File: config.mk
export PLATFORM = sky130hd
export DESIGN_NAME = mem_bus_arbiter
export DESIGN_NICKNAME = d
export VERILOG_FILES = /design/src/rtl/mem_bus_pkg.sv /design/src/rtl/rr_pick2.sv /design/src/rtl/mem_bus_arbiter.sv
export SDC_FILE = /design/constraint.sdc
export NUM_CORES = 1
export LEC_CHECK = 0
export ABC_AREA = 0
export ABC_CLOCK_PERIOD_IN_PS = 4490
export CAP_MARGIN = 20
export CELL_PAD_IN_SITES_DETAIL_PLACEMENT = 1
export CELL_PAD_IN_SITES_GLOBAL_PLACEMENT = 2
export CORE_MARGIN = 2
export CORE_UTILIZATION = 10
export CTS_BUF_LIST = sky130_fd_sc_hd__clkbuf_8
export CTS_CLUSTER_DIAMETER = 200
export DETAILED_ROUTE_END_ITERATION = 10
export PLACE_DENSITY = 0.95
export SYNTH_ARGS = -nofsm -noshare
export SYNTH_HDL_FRONTEND = slang
export SYNTH_SLANG_ARGS = --single-unit
File: constraint.sdc
create_clock -name clk -period 4.49 [get_ports clk]
set_input_delay 0.6735 -clock clk [delete_from_list [all_inputs] [get_ports clk]]
set_output_delay 0.6735 -clock clk [all_outputs]
set_load 0.01 [all_outputs]
File: src/rtl/mem_bus_pkg.sv
// Shared definitions for the two-master memory bus arbiter: state encoding,
// bus field widths and the read data returned on a watchdog-forced completion.
package mem_bus_pkg;

    localparam int ADDR_W = 32;
    localparam int DATA_W = 32;
    localparam int STRB_W = 4;

    localparam logic [DATA_W-1:0] TIMEOUT_RDATA_DFLT = 32'hFFFF_FFFF;

    typedef enum logic [1:0] {
        ST_IDLE = 2'd0,
        ST_GNT0 = 2'd1,
        ST_GNT1 = 2'd2
    } state_t;

endpackage

File: src/rtl/rr_pick2.sv
// Combinational two-way round-robin pick: a lone requester always wins,
// a tie goes to the master named by ptr.
module rr_pick2 (
    input  logic [1:0] req,
    input  logic       ptr,
    output logic [1:0] pick
);

    always_comb begin
        pick = req;
        if (req == 2'b11) begin
            pick = ptr ? 2'b10 : 2'b01;
        end
    end

endmodule

File: src/rtl/mem_bus_arbiter.sv
// Two-master round-robin arbiter for the valid/ready memory bus, one transaction
// per grant, with a watchdog that force-completes stalled transfers.
module mem_bus_arbiter
    import mem_bus_pkg::*;
#(
    parameter int                 TIMEOUT_CYCLES = 255,
    parameter int                 CNT_W          = 8,
    parameter logic [DATA_W-1:0]  TIMEOUT_RDATA  = TIMEOUT_RDATA_DFLT
) (
    input  logic              clk,
    input  logic              resetn,
    input  logic              m0_valid,
    input  logic [ADDR_W-1:0] m0_addr,
    input  logic [DATA_W-1:0] m0_wdata,
    input  logic [STRB_W-1:0] m0_wstrb,
    output logic              m0_ready,
    output logic [DATA_W-1:0] m0_rdata,
    input  logic              m1_valid,
    input  logic [ADDR_W-1:0] m1_addr,
    input  logic [DATA_W-1:0] m1_wdata,
    input  logic [STRB_W-1:0] m1_wstrb,
    output logic              m1_ready,
    output logic [DATA_W-1:0] m1_rdata,
    output logic              s_valid,
    output logic [ADDR_W-1:0] s_addr,
    output logic [DATA_W-1:0] s_wdata,
    output logic [STRB_W-1:0] s_wstrb,
    input  logic              s_ready,
    input  logic [DATA_W-1:0] s_rdata,
    output logic [1:0]        grant,
    output logic              timeout_irq,
    output logic              timeout_src
);

    localparam bit              WD_EN   = (TIMEOUT_CYCLES > 0);
    localparam logic [CNT_W-1:0] WD_LAST = CNT_W'(WD_EN ? TIMEOUT_CYCLES - 1 : 0);

    state_t           state_reg;
    logic [1:0]       grant_reg;
    logic             rr_ptr_reg;
    logic [CNT_W-1:0] wd_cnt_reg;
    logic             timeout_irq_reg;
    logic             timeout_src_reg;

    logic [1:0] pick;
    logic       granted;
    logic       sel;
    logic       sel_valid;
    logic       wd_fire;

    rr_pick2 u_pick (
        .req  ({m1_valid, m0_valid}),
        .ptr  (rr_ptr_reg),
        .pick (pick)
    );

    // The watchdog fire term deliberately ignores master valid so that the
    // only valid->ready path stays the one through s_ready.
    always_comb begin
        granted   = (state_reg == ST_GNT0) || (state_reg == ST_GNT1);
        sel       = (state_reg == ST_GNT1);
        sel_valid = granted && (sel ? m1_valid : m0_valid);
        wd_fire   = WD_EN && granted && !s_ready && (wd_cnt_reg == WD_LAST);
    end

    always_comb begin
        s_valid  = sel_valid && !wd_fire;
        s_addr   = '0;
        s_wdata  = '0;
        s_wstrb  = '0;
        m0_ready = 1'b0;
        m1_ready = 1'b0;
        m0_rdata = '0;
        m1_rdata = '0;
        if (state_reg == ST_GNT0) begin
            s_addr   = m0_addr;
            s_wdata  = m0_wdata;
            s_wstrb  = m0_wstrb;
            m0_ready = s_ready || wd_fire;
            m0_rdata = wd_fire ? TIMEOUT_RDATA : s_rdata;
        end else if (state_reg == ST_GNT1) begin
            s_addr   = m1_addr;
            s_wdata  = m1_wdata;
            s_wstrb  = m1_wstrb;
            m1_ready = s_ready || wd_fire;
            m1_rdata = wd_fire ? TIMEOUT_RDATA : s_rdata;
        end
    end

    always_ff @(posedge clk or negedge resetn) begin
        if (!resetn) begin
            state_reg       <= ST_IDLE;
            grant_reg       <= 2'b00;
            rr_ptr_reg      <= 1'b0;
            wd_cnt_reg      <= '0;
            timeout_irq_reg <= 1'b0;
            timeout_src_reg <= 1'b0;
        end else begin
            timeout_irq_reg <= 1'b0;
            case (state_reg)
                ST_IDLE: begin
                    wd_cnt_reg <= '0;
                    if (pick[0]) begin
                        state_reg <= ST_GNT0;
                        grant_reg <= 2'b01;
                    end else if (pick[1]) begin
                        state_reg <= ST_GNT1;
                        grant_reg <= 2'b10;
                    end
                end
                ST_GNT0, ST_GNT1: begin
                    // Abandoned request: release without moving the pointer.
                    if (!sel_valid) begin
                        state_reg  <= ST_IDLE;
                        grant_reg  <= 2'b00;
                        wd_cnt_reg <= '0;
                    end else if (s_ready || wd_fire) begin
                        state_reg       <= ST_IDLE;
                        grant_reg       <= 2'b00;
                        wd_cnt_reg      <= '0;
                        rr_ptr_reg      <= ~sel;
                        if (!s_ready) begin
                            timeout_irq_reg <= 1'b1;
                            timeout_src_reg <= sel;
                        end
                    end else begin
                        wd_cnt_reg <= wd_cnt_reg + 1'b1;
                    end
                end
                default: begin
                    state_reg  <= ST_IDLE;
                    grant_reg  <= 2'b00;
                    wd_cnt_reg <= '0;
                end
            endcase
        end
    end

    assign grant       = grant_reg;
    assign timeout_irq = timeout_irq_reg;
    assign timeout_src = timeout_src_reg;

endmodule

==> summary.md <==
| Metric | Value |
|---|---|
| Reg2reg path depth | 7 |
| Relative slew slack | 59.4% |
| Fraction of layout instances using a drive strength above 1 | under 10% |
| Clock sink count | 13 |
| WP buf/inv | 3 |
| Slew Limit Fails | 0 |
| Pre-CTS setup slack | 1210 ps |
| Initial antenna violation count | 1 |
| Vias | 3126 |
| Tcrit/Tclk final | 72.6% |
| Peak fanout along the critical path | 32 |
| Post-route ant nets | 0 |
| Peak supply drop | 0.183 mV |
| Post-Synth Adder-Cell Area | 3.28% |
| Clk buf depth | 2 |
| Worst-Margin Slew | 608 ps |
| Starting Density | 10.2% |
| XOR/XNOR Fraction of Synth Area | between 2 and 3% |
| RSZ-0062 raised after global routing | no |
| Yosys reg bits | 13 |
| R2R Setup Slk | between 2000 and 2500 ps |
| Total power | between 2 and 2.5 mW |
| Combinational share of power | 88.4% |
| Setup_tns | 0 ps |
| Psw | between 800 and 900 uW |
| Sw Share | 41.6% |
| GR Util All Layers | between 10% and 20% |
| Largest net degree at the start of global routing | 63 |
| Sequential-to-total area share from yosys stat | 17.0% |
| Min Tclk post-route | 3260 ps |
| Worst path cell trace | inv_1, ha_1, nand4_1, nor3_4, buf_4, o21a_1, clkdlybuf4s50_1 |
| Mux cell area share after synthesis | 1.70% |
| Post-CTS resize count | 0 |
| Complex-gate fraction of the synthesized area | between 50 and 60% |
| Core Area | 18700 um^2 |
| Post-placement cell count | 749 |
| First-pass GRT wire length | 19700 um |
| FF-to-FF End | timeout_src$_DFFE_PN0P_ |
| Commonest cells after routing, fill and taps aside | clkdlybuf4s50_1 (311), a22o_1 (68), o21a_1 (66) |
| Hold Path Depth | 2 |
| Synth Net Count | ~410 |
| Routed WL | 14200 um |
| Syn Area/Cell | ~8.3 um^2 |
| Grt total ovfl | 0 |
| Full die area | 20200 um^2 |
| Antenna fix cells | 0 |
| Storage cell area | 325 um^2 |
| Row cnt | 50 |
| Final Core Density | 28.4% |
| DR DRC count | 0 |
| CP Class | reg -> out |
| Final WS setup | 1230 ps |
| Fraction of the mapped netlist area in simple logic gates | around 7.8% |
| Proportion of power drawn by the clock network | 4.8% |
| Multi-input logic area | 1460 um^2 |
| Vias per std cell | 4.15 |
| Max Cap Viol | 0 |
| Largest family of logic cells by synthesized area | compound AO/OA/AOI/OAI gates |
| 1st-iter DRT viols | 72 |
| Setup violators final | 0 |
| Cell count after synthesis | about 230 |
| Distinct cell type count of the synthesized netlist | 30 |
| DR WL/cell | 18.9 um |
| CP startpoint kind | flop |
| Lkg Pwr | 1.97 nW |
| Hold Crit Class | reg -> reg |
| Pint | 1.26 mW |
| Vias in the first global route | 3219 |
| CTS HTree Levels | 1 |
| Largest register FFs | 8 |
| Status | finished, final reports clean |
| Reg2reg start | grant[1]$_DFFE_PN0P_ |
| Seq pwr share | 6.8% |
| Final Hold Fails | 0 |
| FILL cells | about 2.2k |
| Die Y-Extent | 142 um |
| Critical Path RT | 3820 ps |
| CP max-delay cell | clkdlybuf4s50_1 |
| Fin nets | 698 |
| Hold_buf cts | 0 |
| Critical path depth in cells | 7 |
| Area grow syn2layout | 178% |
| Commonest non-fill, non-tap cell in the layout | clkdlybuf4s50_1 |
| CP max stage delay | ~600 ps |
| Hold Crit Start | rr_ptr_reg$_DFFE_PN0P_ |
| PwrDens | 406 nW/um^2 |
| Crit path max-delay family | buffers and inverters |
| Setup bufs post-CTS | 0 |
| Hold Path Sink | rr_ptr_reg$_DFFE_PN0P_ |
| Mapped Area | 1910 um^2 |
| Fin cells | 753 |
| TritonCTS clock tree | done |
| IO buf count | 311 |
| Root Driver | clkbuf_8 |
| Setup Skew | 1.45 ps |
| DRT Pass-1 Iters | 4 |
| Fmax | 307 MHz |
| CP Capture Type | output port |
| Post-detail-place hpwl | 11600 um |
| Clock-pin slew on the worst setup and hold paths | about 50 ps |
| Placer congestion estimate | just over 0.7 |
| Critical Path AT | 2590 ps |
| Yosys warning count | 0 |
| I/O pin cnt | 312 |
| Worst skew pair latency | 250 ps |
| TritonCTS Buffers | 3 |
| Die X | 142 um |
-- cell families after synthesis --
logic type,count (synthesis)
buffers and inverters,34
DFF,13
muxes,3
xor gates and xnor gates,6
and+or+nand+nor,28
adders and majority gates,5
AOI/OAI and AO/OA,140
-- synth_stat cells --
cell type,instances,area [um^2]
inv_1,4,15.0
ha_1,5,62.6
o21ai_0,1,5.00
mux2i_1,1,10.0
nor2b_1,1,6.26
or2_1,1,6.26
buf_4,3,22.5
a2bb2oi_1,1,8.76
nor2_1,10,37.5
dfrtp_1,13,325
clkbuf_1,16,60.1
nand4_1,3,18.8
nor3_2,1,10.0
o21a_1,66,495
a22o_1,68,596
nand3b_1,2,15.0
buf_2,11,55.1
xor2_1,5,43.8
mux2_2,2,22.5
nand2_1,3,11.3
o211ai_1,1,7.51
and2b_1,1,7.51
and4_1,1,8.76
and3_1,1,6.26
nand3_1,3,15.0
o21bai_1,1,7.51
o2111ai_1,1,8.76
xnor2_1,1,8.76
a21oi_1,1,5.00
nand2b_1,1,6.26
-- area by class of cell --
cell class,count,share of cell area (%)
clock buffers,3,0.778
flip-flops and latches,13,6.13
inverters,4,0.283
repair buffers,316,59.8
multi-input cells,182,27.4
clock inverters,1,0.0707
well taps,234,5.51
-- how the worst max path moves through the flow --
stage,startpoint,to
CTS,grant[1]$_DFFE_PN0P_,m0_rdata[13]
finish,grant[1]$_DFFE_PN0P_,m1_rdata[16]
detailed placement,s_ready,m0_rdata[13]
floorplan,grant[1]$_DFFE_PN0P_,m0_rdata[12]
global route,grant[1]$_DFFE_PN0P_,m0_rdata[13]
global placement,s_ready,m0_rdata[13]
-- power groups by stage --
| stage | Combinational, mW | Sequential, mW | Clock [mW] |
|---|---|---|---|
| floorplan | 0.798 | 0.148 | 0 |
| global placement | 1.92 | 0.148 | 0 |
| detailed placement | 1.92 | 0.149 | 0 |
| CTS | 1.94 | 0.147 | 0.109 |
| global route | 2.03 | 0.149 | 0.115 |
| finish | 1.91 | 0.146 | 0.104 |
-- per-stage QoR --
stage               instance area (um^2)  hold slack, ps
floorplan                           1910             378
global placement                    5270             490
detailed placement                  5270             514
CTS                                 5310             526
finish                              5310             517
global route                        5310             538
-- worst reg2reg max path: stages (launching register included) --
cell and delay (ps):
dfrtp_1 390, inv_1 120, ha_1 340, nand4_1 180
nor3_4 170, buf_4 380, and2b_1 210, mux2_2 330
-- routing by layer --
| layer | up-vias | share of wire (%) | global-route usage, % |
|---|---|---|---|
| li1 | 1475 | - | - |
| met1 | 1480 | 40 | 15.2 |
| met2 | 162 | 50 | 23.3 |
| met3 | 9 | 9.6 | 3.53 |
| met4 | 0 | 0.98 | 1.53 |
| met5 | - | 0 | 0 |
(Power assumes the default switching activity.)
